File: src/rtl/hazard_ctrl.sv
// Pipeline hazard controller: load-use, taken-branch squash and data-memory wait
// handling, with a memory-wait timeout and saturating stall/flush statistics.
module hazard_ctrl #(
    parameter int unsigned REG_ADDR_W  = 5,
    parameter int unsigned CNT_W       = 16,
    parameter int unsigned MEM_TIMEOUT = 64
) (
    input  logic                  clk,
    input  logic                  rst,
    input  logic [REG_ADDR_W-1:0] id_reg1_addr,
    input  logic [REG_ADDR_W-1:0] id_reg2_addr,
    input  logic                  id_reg1_read,
    input  logic                  id_reg2_read,
    input  logic [REG_ADDR_W-1:0] exe_write_addr,
    input  logic                  exe_reg_write,
    input  logic                  exe_DM_read,
    input  logic                  branch_taken,
    input  logic                  mem_req,
    input  logic                  dm_ready,
    input  logic                  cnt_clr,
    output logic                  pc_stall,
    output logic                  if_id_stall,
    output logic                  id_exe_stall,
    output logic                  exe_mem_stall,
    output logic                  mem_wb_bubble,
    output logic                  id_exe_bubble,
    output logic                  if_id_flush,
    output logic                  mem_timeout_err,
    output logic [CNT_W-1:0]      stall_cnt,
    output logic [CNT_W-1:0]      flush_cnt
);

    localparam int unsigned WAIT_W = $clog2(MEM_TIMEOUT + 1);

    localparam logic [1:0] S_RUN      = 2'd0;
    localparam logic [1:0] S_MEM_WAIT = 2'd1;
    localparam logic [1:0] S_ERR      = 2'd2;

    localparam logic [WAIT_W-1:0] WAIT_LAST = WAIT_W'(MEM_TIMEOUT - 1);
    localparam logic [CNT_W-1:0]  CNT_MAX   = '1;

    logic [1:0]        state;
    logic [1:0]        state_nxt;
    logic [WAIT_W-1:0] wait_cnt;
    logic [WAIT_W-1:0] wait_nxt;
    logic              err_nxt;
    logic              freeze;
    logic              load_use;
    logic              reg1_hit;
    logic              reg2_hit;

    assign freeze   = mem_req & ~dm_ready;
    assign reg1_hit = id_reg1_read & (id_reg1_addr == exe_write_addr);
    assign reg2_hit = id_reg2_read & (id_reg2_addr == exe_write_addr);
    assign load_use = exe_DM_read & exe_reg_write & (reg1_hit | reg2_hit);

    // State, wait counter and sticky timeout flag
    always_ff @(posedge clk or posedge rst) begin
        if (rst) begin
            state           <= S_RUN;
            wait_cnt        <= '0;
            mem_timeout_err <= 1'b0;
        end else begin
            state           <= state_nxt;
            wait_cnt        <= wait_nxt;
            mem_timeout_err <= err_nxt;
        end
    end

    // Next-state: track consecutive memory-wait cycles, trap into ERR on timeout
    always_comb begin
        state_nxt = state;
        wait_nxt  = wait_cnt;
        err_nxt   = mem_timeout_err;
        case (state)
            S_RUN: begin
                if (freeze) begin
                    state_nxt = S_MEM_WAIT;
                    wait_nxt  = WAIT_W'(1);
                end
            end
            S_MEM_WAIT: begin
                if (!freeze) begin
                    state_nxt = S_RUN;
                    wait_nxt  = '0;
                end else if (wait_cnt == WAIT_LAST) begin
                    state_nxt = S_ERR;
                    err_nxt   = 1'b1;
                end else begin
                    wait_nxt = wait_cnt + WAIT_W'(1);
                end
            end
            S_ERR: begin
                err_nxt = 1'b1;
            end
            default: begin
                state_nxt = S_RUN;
                wait_nxt  = '0;
            end
        endcase
    end

    // Zero-latency pipeline controls; reset forces them low immediately
    always_comb begin
        pc_stall      = 1'b0;
        if_id_stall   = 1'b0;
        id_exe_stall  = 1'b0;
        exe_mem_stall = 1'b0;
        mem_wb_bubble = 1'b0;
        id_exe_bubble = 1'b0;
        if_id_flush   = 1'b0;
        if (!rst) begin
            if (state == S_ERR || freeze) begin
                pc_stall      = 1'b1;
                if_id_stall   = 1'b1;
                id_exe_stall  = 1'b1;
                exe_mem_stall = 1'b1;
                mem_wb_bubble = 1'b1;
            end else if (branch_taken) begin
                // consumer of any load is squashed, so load-use is moot
                if_id_flush   = 1'b1;
                id_exe_bubble = 1'b1;
            end else if (load_use) begin
                pc_stall      = 1'b1;
                if_id_stall   = 1'b1;
                id_exe_bubble = 1'b1;
            end
        end
    end

    // Saturating statistics; clear wins over increment
    always_ff @(posedge clk or posedge rst) begin
        if (rst) begin
            stall_cnt <= '0;
            flush_cnt <= '0;
        end else if (cnt_clr) begin
            stall_cnt <= '0;
            flush_cnt <= '0;
        end else begin
            if (pc_stall && stall_cnt != CNT_MAX) begin
                stall_cnt <= stall_cnt + CNT_W'(1);
            end
            if (if_id_flush && flush_cnt != CNT_MAX) begin
                flush_cnt <= flush_cnt + CNT_W'(1);
            end
        end
    end

endmodule

File: config.mk
export PLATFORM = sky130hd
export DESIGN_NAME = hazard_ctrl
export DESIGN_NICKNAME = d
export VERILOG_FILES = /design/src/rtl/hazard_ctrl.sv
export SDC_FILE = /design/constraint.sdc
export NUM_CORES = 1
export LEC_CHECK = 0
export ABC_CLOCK_PERIOD_IN_PS = 1800
export BUFFER_PORTS_ARGS = -buffer_cell sky130_fd_sc_hd__buf_2
export CORE_ASPECT_RATIO = 1.25
export CORE_UTILIZATION = 48
export DETAILED_ROUTE_END_ITERATION = 10
export PLACE_DENSITY = 0.77
export SLEW_MARGIN = 20
export SYNTH_ARGS = -nofsm -noshare
export SYNTH_HDL_FRONTEND = slang
export SYNTH_SLANG_ARGS = --single-unit
File: constraint.sdc
create_clock -name clk -period 1.8 [get_ports clk]
set_input_delay 0.27 -clock clk [delete_from_list [all_inputs] [get_ports clk]]
set_output_delay 0.27 -clock clk [all_outputs]
set_load 0.005 [all_outputs]
==> results of run 1 <==
logic make-up after synthesis:
logic type | after synthesis
flip-flops | 42
AO/OA/AOI/OAI | 53
buffers and inverters | 17
AND/OR/NAND/NOR | 128
multiplexers | 6
adder cells (fa/ha/maj) | 3
XOR/XNOR | 18
area by class of cell:
cell class	instances	area share, %
Multi-Input combinational cell	208	42.81
Sequential cell	42	30.12
Timing Repair Buffer	115	21.12
Clock buffer	7	2.187
Tap cell	60	2.151
Clock inverter	1	0.8605
Inverter	6	0.7530
cell usage after synthesis, drive strengths merged, types with 2 or more instances:
cell,n
dfrtp,42
inv,6
or3,10
o21a,2
o21ai,19
ha,3
buf,5
xnor2,12
and3,8
nand3,13
nor3,6
clkbuf,6
o31ai,5
and4,5
a21oi,19
nand2b,4
nor4,4
nand4,13
xor2,6
nand2,22
mux2,5
nor2,28
nor2b,6
or4,5
and2,2
power groups by stage:
stage	Combinational [mW]	Sequential [mW]	Clock [mW]
floorplan	0.104	0.980	0
global placement	0.192	0.979	0
detailed placement	0.199	0.980	0
CTS	0.204	0.961	0.756
global route	0.251	0.964	0.788
finish	0.230	0.962	0.748
metrics by stage:
step | std cells | hold WS, ns
detailed placement | 418 | 0.4726
global route | 439 | 0.3357
floorplan | 267 | 0.2656
CTS | 431 | 0.3000
finish | 439 | 0.2922
global placement | 418 | 0.4507
flip-flops by register name, indices dropped and copies added (netlist names):
name and count:
state 2, mem_timeout_err 1, wait_cnt 7, stall_cnt 16
flush_cnt 16
worst max-delay path, cell delays in order (launching register included):
cell     delay, ns
dfrtp_1       0.40
ha_2          0.20
and3_4        0.18
and4_4        0.19
a41o_1        0.24
or4_4         0.42
a21oi_2       0.15
final timing paths:
kind / slack (ns) / depth (start not counted) / to
max: -0.04 / 6 / stall_cnt[12]
min: 0.29 / 4 / wait_cnt[5]
max reg2reg: -0.04 / 6 / stall_cnt[12]
min reg2reg: 0.48 / 1 / mem_timeout_err
max in group asynchronous: 1.15 / 4 / flush_cnt[8]
min in group clk: 0.41 / 2 / flush_cnt[1]
timing repair:
action,CTS,global route
hold endpoints to repair,0,0
pin swaps,4,13
setup buffers,5,9
resized for setup,2,31
setup endpoints to repair,4,30
layer usage:
metal	up-vias	wire (um)	GRT usage, %
met5	-	0	0
met2	75	3514	45.51
met3	6	266	5.139
met4	0	47	8.723
met1	1188	2600	28.01
li1	1189	-	-
==> results.toml, run 1 <==
[timing]
grt_setup_unrepaired = "true"
fin_setup_tns_ns = -0.04924
slew_violations = 0
timing.fmax_mhz = 542.0
layout_worst_path_cycle_share_pct = 102.5
worst_slew_pin_slew_ns = 0.5426
relSlewSlack_pct = 63.82
fin_skew_ns = 0.005849
finalWorstSetupSlack_ns = -0.04493
period_needed_ns = 1.845
setup_viol = 2
hold_violations = 0

[cells_and_area]
layout-drive-gt1-share_pct = 44.06
layout_common_cells = "buf_2 (61), buf_4 (47), dfrtp_1 (42)"
num_antenna_cells = 0
mostFrequentLayoutCell = "buf_2"
fin_nets = 406
post-route-util_pct = 72.18
final_cell_area_sq_um = 3490
area_delta_synth_final_pct = 42.01
seq_area_sq_um = 1051
nFillCells = 345
multi_input_area_sq_um = 1494

[drt]
drt_pass1_iterations = 4
via_per_inst = 5.599
dr_total_vias = 2458
drc_errors = 0
routed_wl_um = 6429
ant_nets = 0
avgRoutedWirePerCell_um = 14.64
drt-initial-drc-count = 159

[synth]
synth_edf_count = 0
yosys.area.top_type_share_pct = 42.77
syn_area_sq_um = 2457
synth-seq-area-share_pct = 42.77
syn_avg_cell_area_sq_um = 9.204
syn-num-nets = 295
synth_compound_area_share_pct = 13.49
synth_xor_area_share_pct = 6.415
synthArstFlopShare_pct = 100.0
netlist_top_cells_area = "dfrtp_1 (43%), xnor2_1 (4.3%), nor2_1 (4.1%), o21ai_0 (3.9%), a21oi_1 (3.5%)"
synth_area_leader_cell = "dfrtp_1"
synth_adder_area_share_pct = 1.527
synthSimpleGateAreaFrac_pct = 29.99
synth_mux_area_share_pct = 2.699
synth-main-ff-cell = "dfrtp_1"
synth_warnings = 0
synth_top_family_by_area = "simple AND/OR/NAND/NOR gates"
ys_seq_elements = 42
netlist_instances = 267
yosysUniqueCellTypes = 50

[worst_setup_path]
end_kind = "register"
crit_arrival_ns = 2.07
worstSetupStartpoint = "stall_cnt[1]"
criticalPathCategory = "register to register"
worst_ep_required_time_ns = 2.03
cp-start-kind = "register"
crit_fanout = 4
timing.rr.start = "stall_cnt[1]"

[worst_hold_path]
min_path_type = "input port to asynchronous set/reset pin"

[placement]
dp_hpwl_um = 4510
port-buffer-count = 64
postPlaceCellArea_sq_um = 3120
gp_congestion = 0.8388
dpl_worst_slack_ns = -0.1891

[die]
die-area_sq_um = 5411
die_x_um = 66.00
num_io_pins = 65
rows = 28
start_util_pct = 50.83
die_h_um = 82.00
design.core.area_sq_um = 4835

[run_status]
violations = "setup timing"
status = "complete, but fails checks"

[global_route]
grt_max_degree = 43
grt_usage_pct = 24.76
antenna_found_initial = 0
grt_pass1_wl_um = 10270
grt_pass1_vias = 2351
gr-total-overflow = 0

[run]
max-cap-violations = 0

[pwr]
cellPowerDensity_nw_per_um2 = 555.8
p_comb_share_pct = 11.8
power.switching_mw = 0.4622
p_int_mw = 1.477
switching_share_pct = 23.83
p_leak_nw = 1.658
report.power.total_mw = 1.940
p_seq_share_pct = 49.6
clkPwrFrac_pct = 38.6
ir_drop_uv = 393.1

[clocking]
clockBufferDepth = 2
cts_buffers = 5
clkSlewWorstSetupHoldPaths_ns = 0.08
cts_hold_buffers = 0
clock_latency_ns = 0.29
cts_tree = "built"
clockRootBuffer = "clkbuf_8"
htreeDepth = 2
clock-sinks = 42
Power figures use the tool's default switching activity.
==> inputs of run 2 (changes only) <==
--- a/config.mk
+++ b/config.mk
@@ -7,10 +7,12 @@
 export LEC_CHECK = 0
 export ABC_CLOCK_PERIOD_IN_PS = 1800
 export BUFFER_PORTS_ARGS = -buffer_cell sky130_fd_sc_hd__buf_2
+export CELL_PAD_IN_SITES_DETAIL_PLACEMENT = 0
+export CELL_PAD_IN_SITES_GLOBAL_PLACEMENT = 2
 export CORE_ASPECT_RATIO = 1.25
-export CORE_UTILIZATION = 48
+export CORE_UTILIZATION = 28
 export DETAILED_ROUTE_END_ITERATION = 10
-export PLACE_DENSITY = 0.77
+export PLACE_DENSITY_LB_ADDON = 0.1
 export SLEW_MARGIN = 20
 export SYNTH_ARGS = -nofsm -noshare
 export SYNTH_HDL_FRONTEND = slang
==> run 2 against run 1 <==
The run now ends clean. Core utilization shrank 28 points. Maximum frequency is 4.0% higher. Sequential power shrank 0.4%. Die area grew 69%. Combinational power increased by 2%. Cell count rose by 16%. Highest routed layer unchanged.
==> results.toml, run 2 (synthesis gave the netlist of run 1 again) <==
[timing]
timing.fmax_mhz = 563.6
fin_setup_tns_ns = 0
slew_violations = 0
finalWorstSetupSlack_ns = 0.02583
worst_slew_pin_slew_ns = 0.5578
timing.hold.ws_ns = 0.2982
period_needed_ns = 1.774
relSlewSlack_pct = 62.82
fin_skew_ns = 0.004139
hold_violations = 0
grt_setup_unrepaired = "true"
layout_worst_path_cycle_share_pct = 98.57
setup_viol = 0

[worst_setup_path]
slowest_delay_ns = 0.51
end_kind = "register"
crit_chain = "nand2b_4 -> a21oi_4 -> a21oi_4 -> buf_6 -> buf_4 -> or4_4 -> a21oi_2"
worst_ep_required_time_ns = 2.02
criticalPathCategory = "register to register"
cp-start-kind = "register"
crit_arrival_ns = 2.00
worst_path_max_delay_cell = "or4_4"
cp_common_cell = "a21oi_4"
crit_fanout = 5

[drt]
ant_nets = 0
dr_total_vias = 2417
via_per_inst = 4.749
drt-initial-drc-count = 77
drc_errors = 0
avgRoutedWirePerCell_um = 13.28
routed_wl_um = 6758
drt_pass1_iterations = 4

[placement]
dp_hpwl_um = 4894
dpl_worst_slack_ns = -0.2157
gp_congestion = 0.7301
postPlaceCellArea_sq_um = 3302
port-buffer-count = 64

[run_status]
status = "completed"

[die]
rows = 37
die_h_um = 106.7
die_x_um = 85.79
design.core.area_sq_um = 8379
num_io_pins = 65
start_util_pct = 29.33
die-area_sq_um = 9157

[clocking]
clock_latency_ns = 0.29
htreeDepth = 2
clkSlewWorstSetupHoldPaths_ns = 0.08
clock-sinks = 42
cts_buffers = 5
cts_tree = "built"
clockRootBuffer = "clkbuf_8"
clockBufferDepth = 2

[worst_hold_path]
min_path_type = "input port to asynchronous set/reset pin"

[pwr]
p_leak_nw = 1.700
ir_drop_uv = 228.9
cellPowerDensity_nw_per_um2 = 481.3

[global_route]
gr-total-overflow = 0
grt_pass1_wl_um = 11280
antenna_found_initial = 0
grt_max_degree = 43
grt_pass1_vias = 2386
grt_usage_pct = 15.36

[cells_and_area]
layout-drive-gt1-share_pct = 47.45
mostFrequentLayoutCell = "buf_2"
fin_nets = 420
num_antenna_cells = 0
layout_common_cells = "buf_2 (62), buf_4 (57), dfrtp_1 (41)"
post-route-util_pct = 44.09
final_cell_area_sq_um = 3695
area_delta_synth_final_pct = 50.36
reg_top3 = "flush_cnt x16, stall_cnt x16, wait_cnt x7"

[run]
max-cap-violations = 0
-- run 2: cell count changes in the layout (fill, tap and decap cells not counted), moves of 3 or more --
cell | before | now
buf_4 | 47 | 57
xnor2_2 | 4 | 1
mux2_2 | 5 | 2
or4_1 | 4 | 1
mux2_4 | 0 | 3
a21oi_1 | 16 | 11
a21oi_2 | 1 | 6
xnor2_1 | 8 | 11
or4_4 | 1 | 4
-- run 2: path summary, 6_finish.rpt --
kind | startpoint | to | slack (ns) | cells after the start
worst max-delay path | state[0] | stall_cnt[12] | 0.03 | 7
worst min-delay path | rst | wait_cnt[5] | 0.30 | 4
worst max register to register | state[0] | stall_cnt[12] | 0.03 | 7
worst min register to register | wait_cnt[5] | wait_cnt[5] | 0.48 | 1
max in group asynchronous | rst | stall_cnt[6] | 1.09 | 4
min in group clk | cnt_clr | stall_cnt[12] | 0.44 | 2
-- run 2: timing repair --
action                     4_1_cts  5_1_grt
hold endpoints to repair         0        0
hold buffers                     0        0
setup buffers                    3       11
pin swaps                        6       21
resized for setup                5       41
cloned                           0        0
setup endpoints to repair        7       23
-- run 2: layer usage --
| metal | track usage [%] | wire (um) |
|---|---|---|
| met5 | 0 | 0 |
| met4 | 3.571 | 60 |
| met3 | 2.540 | 138 |
| met2 | 28.06 | 3480 |
| met1 | 18.70 | 3079 |
-- run 2: final cells by class --
class                   instances  area [sq um]
clock buffers                   7         76.32
fillers                       865          4684
inverters                       6         28.78
multi-input cells             208          1531
flip-flops and latches         42          1052
well taps                     117         146.4
repair buffers                129         859.6
-- run 2: where the power goes --
part	switching [mW]	internal, mW
Sequential	0.00555	0.952
Clock	0.318	0.268
Combinational	0.121	0.114
-- run 2: worst max-delay path, delay by kind of cell, from the launching register on --
family | cells | cell delay [ns]
buffers and inverters | 2 | 0.28
AOI/OAI and AO/OA | 3 | 0.37
DFF | 1 | 0.38
and+or+nand+nor | 2 | 0.67
-- run 2: through the flow --
step,power [mW],instances
after detailed placement,1.191,488
after CTS,1.802,498
final,1.778,509
after floorplan,1.084,267
after global placement,1.192,488
after global routing,1.876,509
==> inputs of run 3 (changes only) <==
--- a/config.mk
+++ b/config.mk
@@ -5,12 +5,14 @@
 export SDC_FILE = /design/constraint.sdc
 export NUM_CORES = 1
 export LEC_CHECK = 0
+export ABC_AREA = 1
 export ABC_CLOCK_PERIOD_IN_PS = 1800
 export BUFFER_PORTS_ARGS = -buffer_cell sky130_fd_sc_hd__buf_2
 export CELL_PAD_IN_SITES_DETAIL_PLACEMENT = 0
 export CELL_PAD_IN_SITES_GLOBAL_PLACEMENT = 2
 export CORE_ASPECT_RATIO = 1.25
-export CORE_UTILIZATION = 28
+export CORE_UTILIZATION = 27
+export CTS_CLUSTER_SIZE = 28
 export DETAILED_ROUTE_END_ITERATION = 10
 export PLACE_DENSITY_LB_ADDON = 0.1
 export SLEW_MARGIN = 20
==> run 3 against run 2 <==
Maximum frequency up 7.2%. Combinational power hardly changed. Largest power group is now the clock network. Register-to-register slack improved by 0.12 ns. Non-clock buffer count fell by 30. Area after synthesis rose by 16%. Core utilization fell by 7.4 points.
==> results.toml, run 3 <==
[run_status]
status = "completed"

[synth]
synth_warnings = 0
ys_seq_elements = 42
yosysMostFrequentCell = "nand2_1"
syn-num-nets = 435
synth-seq-area-share_pct = 36.99
netlist_top_cells_area = "dfrtp_1 (37%), nand2_1 (13%), inv_1 (8.2%), nand3_1 (7.4%), nand4_1 (5.7%)"
synth_common_cells = "nand2_1 (100), inv_1 (62), dfrtp_1 (42), nand3_1 (42), nor2_1 (39)"
netlist_instances = 407
yosysUniqueCellTypes = 31
syn_area_sq_um = 2841
synth-main-ff-cell = "dfrtp_1"
syn_avg_cell_area_sq_um = 6.982
synthArstFlopShare_pct = 100.0
synth_edf_count = 0
yosys.area.top_type_share_pct = 36.99
synth_area_leader_cell = "dfrtp_1"

[timing]
slew_violations = 0
worst_slew_pin_slew_ns = 0.4031
finalWorstSetupSlack_ns = 0.1455
hold_violations = 0
fin_skew_ns = 0.009106
relSlewSlack_pct = 72.92
layout_worst_path_cycle_share_pct = 91.92
grt_setup_unrepaired = "true"
timing.fmax_mhz = 604.4
fin_setup_tns_ns = 0
setup_viol = 0
period_needed_ns = 1.654

[placement]
postPlaceCellArea_sq_um = 3500
dp_cells = 619
port-buffer-count = 64
gp_congestion = 0.7802
dpl_worst_slack_ns = 0.08322
dp_hpwl_um = 5974

[die]
die-area_sq_um = 10940
die_h_um = 116.7
design.core.area_sq_um = 10160
num_io_pins = 65
die_x_um = 93.76
rows = 41
start_util_pct = 27.97

[worst_setup_path]
rrSetupSlack_ns = 0.15
criticalPathCategory = "register to output port"
crit_arrival_ns = 1.38
crit_fanout = 5
worst_ep_required_time_ns = 1.53
timing.rr.start = "stall_cnt[1]"
endpoint = "pc_stall"
end_kind = "output port"
r2r-end = "stall_cnt[1]"
cp-start-kind = "register"
worstSetupStartpoint = "state[0]"
worstRegToRegCells = 9

[worst_hold_path]
min_path_type = "input port to asynchronous set/reset pin"

[global_route]
grt_pass1_wl_um = 13040
antenna_found_initial = 0
grt_usage_pct = 15.50
gr-total-overflow = 0
grt_pass1_vias = 2649
grt_max_degree = 43

[drt]
via_per_inst = 4.514
ant_nets = 0
dr_total_vias = 2839
drt_pass1_iterations = 4
drc_errors = 0
routed_wl_um = 7940
drt-initial-drc-count = 101
avgRoutedWirePerCell_um = 12.62

[clocking]
clkSlewWorstSetupHoldPaths_ns = 0.06
clockRootBuffer = "clkbuf_16"
htreeDepth = 2
cts_buffers = 5
clock-sinks = 42
clock_latency_ns = 0.29
clockBufferDepth = 2
cts_hold_buffers = 0
cts_tree = "built"

[cells_and_area]
mostFrequentLayoutCell = "nand2_1"
fin_nets = 527
num_antenna_cells = 0
reg_top3 = "flush_cnt x16, stall_cnt x16, wait_cnt x7"
final_cell_area_sq_um = 3725
layout-drive-gt1-share_pct = 26.00
layout_common_cells = "nand2_1 (98), buf_2 (64), inv_1 (61)"
final_cell_count_no_fill = 629
area_delta_synth_final_pct = 31.09

[run]
max-cap-violations = 0

[pwr]
p_leak_nw = 2.020
report.power.total_mw = 2.248
cellPowerDensity_nw_per_um2 = 603.5
ir_drop_uv = 326.7
## run 3: changes by cell type in the layout (fill, tap and decap cells not counted), moves of 7 or more
cell,previous run,this run
or3_1,9,0
xor2_1,6,18
nor2_1,27,36
nand2_1,20,98
xnor2_1,11,0
nand4_1,11,26
nand3_1,10,42
buf_4,57,32
inv_1,3,61
buf_6,9,2
## run 3: repair_timing
item / CTS / global route
endpoints found under the setup margin: 2 / 25
gates resized for setup: 0 / 12
pin swaps: 1 / 1
setup buffers: 2 / 0
## run 3: cell type report
class / count / area, sq um
fillers: 1140 / 6432
multi-input cells: 286 / 1494
flip-flops and latches: 42 / 1052
repair buffers: 99 / 603.1
inverters: 65 / 247.7
well taps: 129 / 161.4
clock buffers: 6 / 128.9
clock inverters: 2 / 37.54
## run 3: stage by stage
| step | util [%] | hold WS [ns] |
|---|---|---|
| 2_1_floorplan | - | 0.3679 |
| 3_3_place_gp | 34.45 | 0.3900 |
| 3_5_place_dp | 34.45 | 0.3908 |
| 4_1_cts | 36.24 | 0.08097 |
| 5_1_grt | 36.67 | 0.1029 |
| 6_report | 36.67 | 0.07952 |
## run 3: logic make-up (layout without fill, tap and decap cells)
group / Yosys count / after routing / share of synthesized area (%)
compound gates: 31 / 31 / 6.032
simple gates: 234 / 234 / 38.57
xor+xnor: 18 / 18 / 5.548
buf+inv: 79 / 172 / 11.54
fa+ha+maj: 3 / 3 / 1.321
flops: 42 / 42 / 36.99
## run 3: worst min-delay path by stage
stage	slack, ns	depth (start not counted)	end	from
2_1_floorplan	0.37	1	flush_cnt[12]	cnt_clr
3_3_place_gp	0.39	3	mem_timeout_err	rst
3_5_place_dp	0.39	3	wait_cnt[4]	rst
4_1_cts	0.08	3	mem_timeout_err	rst
5_1_grt	0.10	3	mem_timeout_err	rst
6_report	0.08	3	mem_timeout_err	rst
## run 3: metal layers
layer / share of wire [%] / track usage (%) / routed length, um / vias to the layer above
met5: 0 / 0 / 0 / -
met4: 0.58 / 4.308 / 46 / 0
met3: 3.1 / 2.865 / 249 / 2
met2: 48 / 25.79 / 3798 / 42
met1: 48 / 20.52 / 3845 / 1304
li1: - / - / - / 1491
## run 3: power breakdown
group	switching [mW]	leakage, nW	internal (mW)
clock	0.394	0.0771	0.656
sequential	0.00717	0.575	0.953
combinational	0.145	1.37	0.0926
## run 3: critical path: stages (launching register included)
cell	delay [ns]
dfrtp_1	0.40
inv_1	0.09
nand2_2	0.07
nand2_2	0.09
inv_1	0.07
nor2_4	0.10
inv_1	0.07
nand2_4	0.09
buf_2	0.12
